### config.mk
export PLATFORM = sky130hd
export DESIGN_NAME = uart_rx_deframer
export DESIGN_NICKNAME = d
export VERILOG_FILES = /design/src/rtl/uart_pkg.sv /design/src/rtl/rx_line_sync.sv /design/src/rtl/uart_rx_deframer.sv
export SDC_FILE = /design/constraint.sdc
export NUM_CORES = 1
export LEC_CHECK = 0
export CAP_MARGIN = 20
export CORE_AREA = 5 5 70 85
export DETAILED_ROUTE_END_ITERATION = 12
export DIE_AREA = 0 0 75 90
export GPL_ROUTABILITY_DRIVEN = 0
export PLACE_DENSITY = 0.53
export SYNTH_ARGS = -nofsm -noshare
export SYNTH_HDL_FRONTEND = slang
export SYNTH_HIERARCHICAL = 1
export SYNTH_SLANG_ARGS = --single-unit
### constraint.sdc
create_clock -name clk -period 2.63 [get_ports clk]
set_input_delay 0.526 -clock clk [delete_from_list [all_inputs] [get_ports clk]]
set_output_delay 0.526 -clock clk [all_outputs]
set_load 0.05 [all_outputs]
### src/rtl/uart_pkg.sv
// Shared UART receive definitions: FSM state encoding, framing constants and
// the parity-check helper used by the deframer.
package uart_pkg;

   typedef enum logic [2:0] {
      IDLE   = 3'd0,
      START  = 3'd1,
      DATA   = 3'd2,
      PARITY = 3'd3,
      STOP   = 3'd4,
      DONE   = 3'd5
   } rx_state_t;

   localparam int OVERSAMPLE  = 16;
   localparam int DATA_BITS   = 8;
   localparam int MID_SAMPLE  = 7;
   localparam int LAST_SAMPLE = 15;

   // 1'b0 selects even parity, 1'b1 odd parity.
   localparam logic PARITY_ODD = 1'b0;

   // Nonzero when the XOR of the payload and the received parity bit does not
   // match the configured parity mode.
   function automatic logic parity_error(input logic payload_xor, input logic parity_bit);
      return payload_xor ^ parity_bit ^ PARITY_ODD;
   endfunction

endpackage

### src/rtl/rx_line_sync.sv
// Two-flop synchroniser for the asynchronous serial line, plus falling-edge
// detect on the synchronised level. Flops reset to the idle-high line level.
module rx_line_sync (
   input  logic clk,
   input  logic reset,
   input  logic RxD,
   output logic rxd_s,
   output logic rxd_fall
);

   logic r_meta;
   logic r_sync;
   logic r_prev;

   // Metastability filter followed by one delayed copy for edge detection.
   always_ff @(posedge clk or negedge reset) begin
      if (!reset) begin
         r_meta <= 1'b1;
         r_sync <= 1'b1;
         r_prev <= 1'b1;
      end else begin
         r_meta <= RxD;
         r_sync <= r_meta;
         r_prev <= r_sync;
      end
   end

   assign rxd_s    = r_sync;
   assign rxd_fall = r_prev & ~r_sync;

endmodule

### src/rtl/uart_rx_deframer.sv
// UART receive deframer: start-bit qualification, mid-bit sampling on the 16x
// tick, even-parity and stop-bit checks, and registered result presentation.
module uart_rx_deframer #(
   parameter int OVERSAMPLE = 16,
   parameter int DATA_BITS  = 8
) (
   input  logic                 clk,
   input  logic                 reset,
   input  logic                 Rx_EN,
   input  logic                 Rx_sample_ENABLE,
   input  logic                 RxD,
   output logic [DATA_BITS-1:0] Data,
   output logic                 Rx_PERROR,
   output logic                 Rx_FERROR,
   output logic                 Rx_DONE
);
   import uart_pkg::*;

   localparam int CNT_W = $clog2(OVERSAMPLE);
   localparam int IDX_W = $clog2(DATA_BITS);
   localparam logic [CNT_W-1:0] CNT_MID  = CNT_W'(OVERSAMPLE / 2 - 1);
   localparam logic [CNT_W-1:0] CNT_LAST = CNT_W'(OVERSAMPLE - 1);
   localparam logic [IDX_W-1:0] IDX_LAST = IDX_W'(DATA_BITS - 1);

   logic w_rxd_s;
   logic w_rxd_fall;

   rx_state_t            r_state;
   logic [CNT_W-1:0]     r_cnt;
   logic [IDX_W-1:0]     r_bit_idx;
   logic [DATA_BITS-1:0] r_shift;
   logic                 r_perr;

   rx_line_sync u_line_sync (
      .clk      (clk),
      .reset    (reset),
      .RxD      (RxD),
      .rxd_s    (w_rxd_s),
      .rxd_fall (w_rxd_fall)
   );

   // Frame FSM. Results are loaded on the stop-sample tick so they are already
   // valid during the single DONE cycle in which Rx_DONE is high. The counter
   // wraps 15->0 by itself, so each bit period is exactly one full count.
   always_ff @(posedge clk or negedge reset) begin
      if (!reset) begin
         r_state   <= IDLE;
         r_cnt     <= '0;
         r_bit_idx <= '0;
         r_shift   <= '0;
         r_perr    <= 1'b0;
         Data      <= '0;
         Rx_PERROR <= 1'b0;
         Rx_FERROR <= 1'b0;
         Rx_DONE   <= 1'b0;
      end else begin
         Rx_DONE <= 1'b0;
         if (!Rx_EN) begin
            r_state   <= IDLE;
            r_cnt     <= '0;
            r_bit_idx <= '0;
         end else begin
            case (r_state)
               IDLE: begin
                  r_cnt     <= '0;
                  r_bit_idx <= '0;
                  if (w_rxd_fall) begin
                     r_state <= START;
                  end
               end
               START: begin
                  if (Rx_sample_ENABLE) begin
                     if (r_cnt == CNT_MID) begin
                        r_cnt   <= '0;
                        r_state <= w_rxd_s ? IDLE : DATA;
                     end else begin
                        r_cnt <= r_cnt + CNT_W'(1);
                     end
                  end
               end
               DATA: begin
                  if (Rx_sample_ENABLE) begin
                     r_cnt <= r_cnt + CNT_W'(1);
                     if (r_cnt == CNT_LAST) begin
                        r_shift[r_bit_idx] <= w_rxd_s;
                        if (r_bit_idx == IDX_LAST) begin
                           r_bit_idx <= '0;
                           r_state   <= PARITY;
                        end else begin
                           r_bit_idx <= r_bit_idx + IDX_W'(1);
                        end
                     end
                  end
               end
               PARITY: begin
                  if (Rx_sample_ENABLE) begin
                     r_cnt <= r_cnt + CNT_W'(1);
                     if (r_cnt == CNT_LAST) begin
                        r_perr  <= parity_error(^r_shift, w_rxd_s);
                        r_state <= STOP;
                     end
                  end
               end
               STOP: begin
                  if (Rx_sample_ENABLE) begin
                     r_cnt <= r_cnt + CNT_W'(1);
                     if (r_cnt == CNT_LAST) begin
                        Data      <= r_shift;
                        Rx_PERROR <= r_perr;
                        Rx_FERROR <= ~w_rxd_s;
                        Rx_DONE   <= 1'b1;
                        r_state   <= DONE;
                     end
                  end
               end
               DONE: begin
                  r_cnt   <= '0;
                  r_state <= IDLE;
               end
               default: begin
                  r_cnt     <= '0;
                  r_bit_idx <= '0;
                  r_state   <= IDLE;
               end
            endcase
         end
      end
   end

endmodule
Word-level counts from Yosys, hierarchy flattened --
Cells that the tools add are included.
Operators by class: add/sub/neg operators 2, multiplexer cells 30, bitwise logic cells 3, eq/ne operators 20, reduce and logical (&&, ||, !) cells 11, order comparisons 2
Operator list (count):
- 3-bit 2-to-1 mux | 15
- 3-bit != test, second input constant | 9
- 4-bit 2-to-1 mux | 4
- 3-bit case mux with 5 select lines | 1
- 4-bit AND reduction | 3
- 10-bit AND reduction | 1
- 3-bit equality test, second input constant | 3
- 8-bit bitwise mux | 1
- 4-bit case mux with 2 select lines | 1
- 8-bit XOR reduction | 1
- 3-bit by 2-bit equality test with 1-bit output, second input constant | 2
- 3-bit by 2-bit != test with 1-bit output, second input constant | 2
- 3-bit case mux with 2 select lines | 1
- 1-bit 2-to-1 mux | 5
- 4-bit by 1-bit adder with 4-bit output, second input constant | 1
- 4-bit by 3-bit equality test with 1-bit output, second input constant | 1
- 4-bit equality test, second input constant | 1
- 3-bit by 4-bit less-than comparator with 1-bit output, second input constant | 1
- 4-bit OR reduction | 1
- 3-bit by 1-bit adder with 3-bit output, second input constant | 1
- 1-bit demux with 3-bit select | 1
- 3-bit by 1-bit equality test with 1-bit output, second input constant | 1
- 3-bit by 1-bit greater-or-equal comparator with 1-bit output, second input constant | 1
- 3-bit zero test | 1
- 9 further kinds | 9
Word-level totals: output and inout port bits 11, input bits 5, flip-flop bits (word level) 33, logic and storage cells 80

Logic depth before layout (Yosys ltp) --
word-level depth 6, mapped depth 7, depth with buffers taken out 6

Modules after synthesis --
Netlist, hierarchy kept.
By module, submodules not included:
- uart_rx_deframer | cells an instance 143, times used 1, area an instance 1621.6 um2
- rx_line_sync | cells an instance 4, times used 1, area an instance 92.6 um2

Worst setup path after synthesis --
No wires, ideal clock.
path kind reg2reg, start point reg r_state[0], end point reg Data[0], cell stages (with the launch flop) 7, clock period less this slack 1.947 ns, setup time 0.125 ns, arrival 1.822 ns, path slack 0.683 ns, cell sequence dfrtp_1 -> buf_6 -> or3b_1 -> buf_6 -> or3b_4 -> buf_6 -> mux2_4
On the way: word-level cells in the longest chain between the ends 2
Ends and longest elaborated chain:
- from (decl) | line uart_rx_deframer.sv:28 | rx_state_t r_state;
- from (signal assigned) | line uart_rx_deframer.sv:75 | r_state <= w_rxd_s ? IDLE : DATA;
- 3-bit equality test | line uart_rx_deframer.sv:63 | case (r_state)
- 4-bit AND reduction (no line)
- to (signal assigned) | line uart_rx_deframer.sv:108 | Data <= r_shift;
- to (decl) | line uart_rx_deframer.sv:12 | output logic [DATA_BITS-1:0] Data,
Every way passes these cells. A chain may end at the register's enable or synchronous reset.

Final worst setup path --
start point in Rx_EN, end point reg r_shift[0]
On the way: word-level cells in the longest chain between the ends 1
Ends and longest elaborated chain:
- from (decl) | line uart_rx_deframer.sv:9 | input logic Rx_EN,
- 4-bit AND reduction (no line)
- to (signal, indexed assignment) | line uart_rx_deframer.sv:85 | r_shift[r_bit_idx] <= w_rxd_s;
- to (decl) | line uart_rx_deframer.sv:31 | logic [DATA_BITS-1:0] r_shift;
Every way passes these cells.

==> summary.md <==
| Metric | Value |
|---|---|
| Total gr overflow | `0` |
| Largest net degree at the start of global routing | `34` |
| Residual DRC count | `0` |
| Setup Viol. Count Final | `0` |
| Status | `finished, final reports clean` |
| CTS root buffer | `clkbuf_8` |
| Core area | `5116 µm²` |
| Post-synth EDFFs | `0` |
| Core Util, Final | `39.13%` |
| Top-count cell post-synth | `dfrtp_1` |
| Post-Synthesis Cell Area | `1714 µm²` |
| Routed Antenna Nets | `0` |
| Cell Chain, Critical Path | `clkdlybuf4s50_1 > nor4bb_1 > nand3_1 > nor4_1 > mux2_2` |
| Int Power | `761.5 µW` |
| Initial Util | `33.50%` |
| Synth-to-Final Area Change | `16.79%` |
| Max VDD drop | `160.7 µV` |
| Clock tree buffer depth | `2` |
| Num rows | `29` |
| Stages on worst setup path | `5` |
| Routed len/inst | `14.63 µm` |
| Yosys top cell by area | `dfrtp_1` |
| Clk sinks | `33` |
| Dpl hpwl | `2.406 mm` |
| Synth top area share | `43.80%` |
| Ys async rst share | `100.0%` |
| Leak | `0.0009091 µW` |
| DRT Wirelength | `3.350 mm` |
| Slew Viols, Final | `0` |
| Synth area leaders | `dfrtp_1, mux2_2, mux2_4` |
| 1st-iter DRT viols | `81` |
| Reg2Reg Capture Point | `Data[1]$_DFFE_PN0P_` |
| Initial antenna violation count | `0` |
| Detailed-route via count | `1,176` |
| Clock Latency Late Sink | `0.28 ns` |
| Gate power share | `13.1%` |
| Vias per cell | `5.135` |
| R2R Setup Slk | `0.62 ns` |
| Minimum clock period | `2.058 ns` |
| Die ar. | `6750 µm²` |
| Clock power frac | `34.9%` |
| Switching Share | `26.88%` |
| H-tree levels | `2` |
| Cells after Synth | `147` |
| Setup TNS | `0 ns` |
| CP Buf/Inv Count | `1` |
| Worst-Margin Slew | `0.4979 ns` |
| Pre-antenna DRT Iters | `4` |
| Antenna diode count | `0` |
| Register area share after synthesis | `48.39%` |
| Max stage delay on crit path | `0.47 ns` |
| CP Max Fanout | `6` |
| Worst reg2reg path depth | `3` |
| Synthesized flop and latch total | `33` |
| Crit-path slowest cell | `clkdlybuf4s50_1` |
| Crit. Startpoint | `Rx_EN` |
| Fin nets | `174` |
| Buffers on Ports | `15` |
| Relative slew slack | `66.70%` |
| Post-synth top cells | `dfrtp_1, mux2_2, mux2_4, nand2_1` |
| CTS clk-pin slew, worst paths | `0.07 ns` |
| Via count of the first global-routing pass | `1,247` |
| Synthesized area per cell | `11.66 µm²` |
| Pwr/cell area | `520.2 nW/µm²` |
| Synth warnings | `6` |
| Post-CTS setup buffers | `0` |
| Fill cell count | `487` |
| CTS tree | `done` |
| Unique cell type count in the Yosys netlist | `45` |
| CTS resizes | `0` |
| Share of layout cells above drive strength 1 | `22.16%` |
| Synth Flop Type | `dfrtp_1` |
| Data arrival, critical path | `2.23 ns` |
| Die W | `75 µm` |
| Worst setup SP type | `primary input` |
| Worst Clk Skew | `0.004671 ns` |
| RSZ-0062 raised after global routing | `false` |
| Max-cap violations | `0` |
| Worst hold path class | `reg -> reg` |
| Cell family with most CP delay | `simple AND/OR/NAND/NOR gates` |
| Syn nets | `155` |
| Cts hold-fix bufs | `0` |
| Vert. Die Dim | `90 µm` |
| Critical path type | `in -> reg` |
| Critical path required time | `2.80 ns` |
| Reg power frac | `52.0%` |
| Worst hold slack | `0.3579 ns` |
| CTS Buf Count | `5` |
| Critical Path Sink Type | `flop` |
| Max Freq | `0.4859 GHz` |
| Worst r2r src | `r_state[2]$_DFFE_PN0P_` |
| P_sw | `279.9 µW` |
| # IOs | `16` |
| Period utilization | `78.25%` |
| Critical Path End | `r_shift[0]$_DFFE_PN0P_` |
| First-pass GRT wire length | `5.871 mm` |
| Final hold violation count | `0` |
| Total track usage | `11.20%` |
-- state kept, by name, indices dropped and copies added (netlist names) --
register,count
Data,8
r_shift,8
r_cnt,4
r_bit_idx,3
r_state,3
Rx_DONE,1
Rx_FERROR,1
Rx_PERROR,1
r_perr,1
u_line_sync/r_meta,1
u_line_sync/r_prev,1
u_line_sync/rxd_s,1
-- cells in the final DEF, fill, tap and decap left out, types with 2 or more instances in the layout --
master,instances
dfrtp_1,30
clkdlybuf4s50_1,15
mux2_2,11
nand2_1,8
mux2_4,8
nor3_1,7
nand3_1,7
nor2_1,6
a21oi_1,6
xnor2_1,6
clkbuf_8,5
nand2b_1,4
nand4_1,4
buf_4,4
o21ai_0,3
nor4_1,3
ha_1,3
dfstp_2,3
and3_1,2
inv_1,2
nand3b_1,2
a21o_1,2
clkinv_2,2
-- worst min path at each step --
stage                             endpoint                    startpoint  cells after the start  slack [ns]
2_1_floorplan          Data[0]$_DFFE_PN0P_                         reset                      0        0.23
6_report       u_line_sync/rxd_s$_DFF_PN1_  u_line_sync/r_meta$_DFF_PN1_                      0        0.36
4_1_cts        u_line_sync/rxd_s$_DFF_PN1_  u_line_sync/r_meta$_DFF_PN1_                      0        0.36
3_5_place_dp   u_line_sync/rxd_s$_DFF_PN1_  u_line_sync/r_meta$_DFF_PN1_                      0        0.35
5_1_grt        u_line_sync/rxd_s$_DFF_PN1_  u_line_sync/r_meta$_DFF_PN1_                      0        0.37
3_3_place_gp   u_line_sync/rxd_s$_DFF_PN1_  u_line_sync/r_meta$_DFF_PN1_                      0        0.35
-- metal layers --
metal / up-vias / global-route usage, % / part of all wire, %
li1: 574 / - / -
met1: 571 / 14.21 / 45
met2: 26 / 17.01 / 50
met3: 5 / 3.571 / 4.4
met4: 0 / 5.045 / 1.3
met5: - / 0 / 0
-- cells by family after synthesis --
logic type / share of synthesized area [%]
AOI/OAI and AO/OA: 7.957
xor gates and xnor gates: 4.890
adders and majority gates: 2.190
buffers and inverters: 3.504
DFF: 48.39
muxes: 14.23
and+or+nand+nor: 18.83
-- through the flow --
step / instances / power (µW) / worst slack, ns / instance area (µm²)
2_1_floorplan: 147 / 648.2 / 0.6828 / 1714
3_3_place_gp: 221 / 679.7 / 0.2655 / 1919
3_5_place_dp: 221 / 685.3 / 0.2572 / 1919
4_1_cts: 229 / 1062 / 0.5690 / 2002
5_1_grt: 229 / 1104 / 0.4614 / 2002
6_report: 229 / 1041 / 0.5720 / 2002
-- power by group through the flow --
stage               Clock [µW]  Combinational, µW  Sequential, µW
floorplan                    0                110             538
global placement             0                130             549
detailed placement           0                135             551
CTS                        385                136             541
global route               405                156             543
finish                     364                136             541
-- area by class of cell --
class	count	area [µm²]	share of cell area (%)
flip-flops and latches	33	829.5	41.44
multi-input cells	105	824.5	41.19
repair buffers	19	180.2	9.000
well taps	62	77.57	3.875
clock buffers	6	72.57	3.625
clock inverters	2	10.01	0.5000
inverters	2	7.507	0.3750
(Power assumes the default switching activity.)
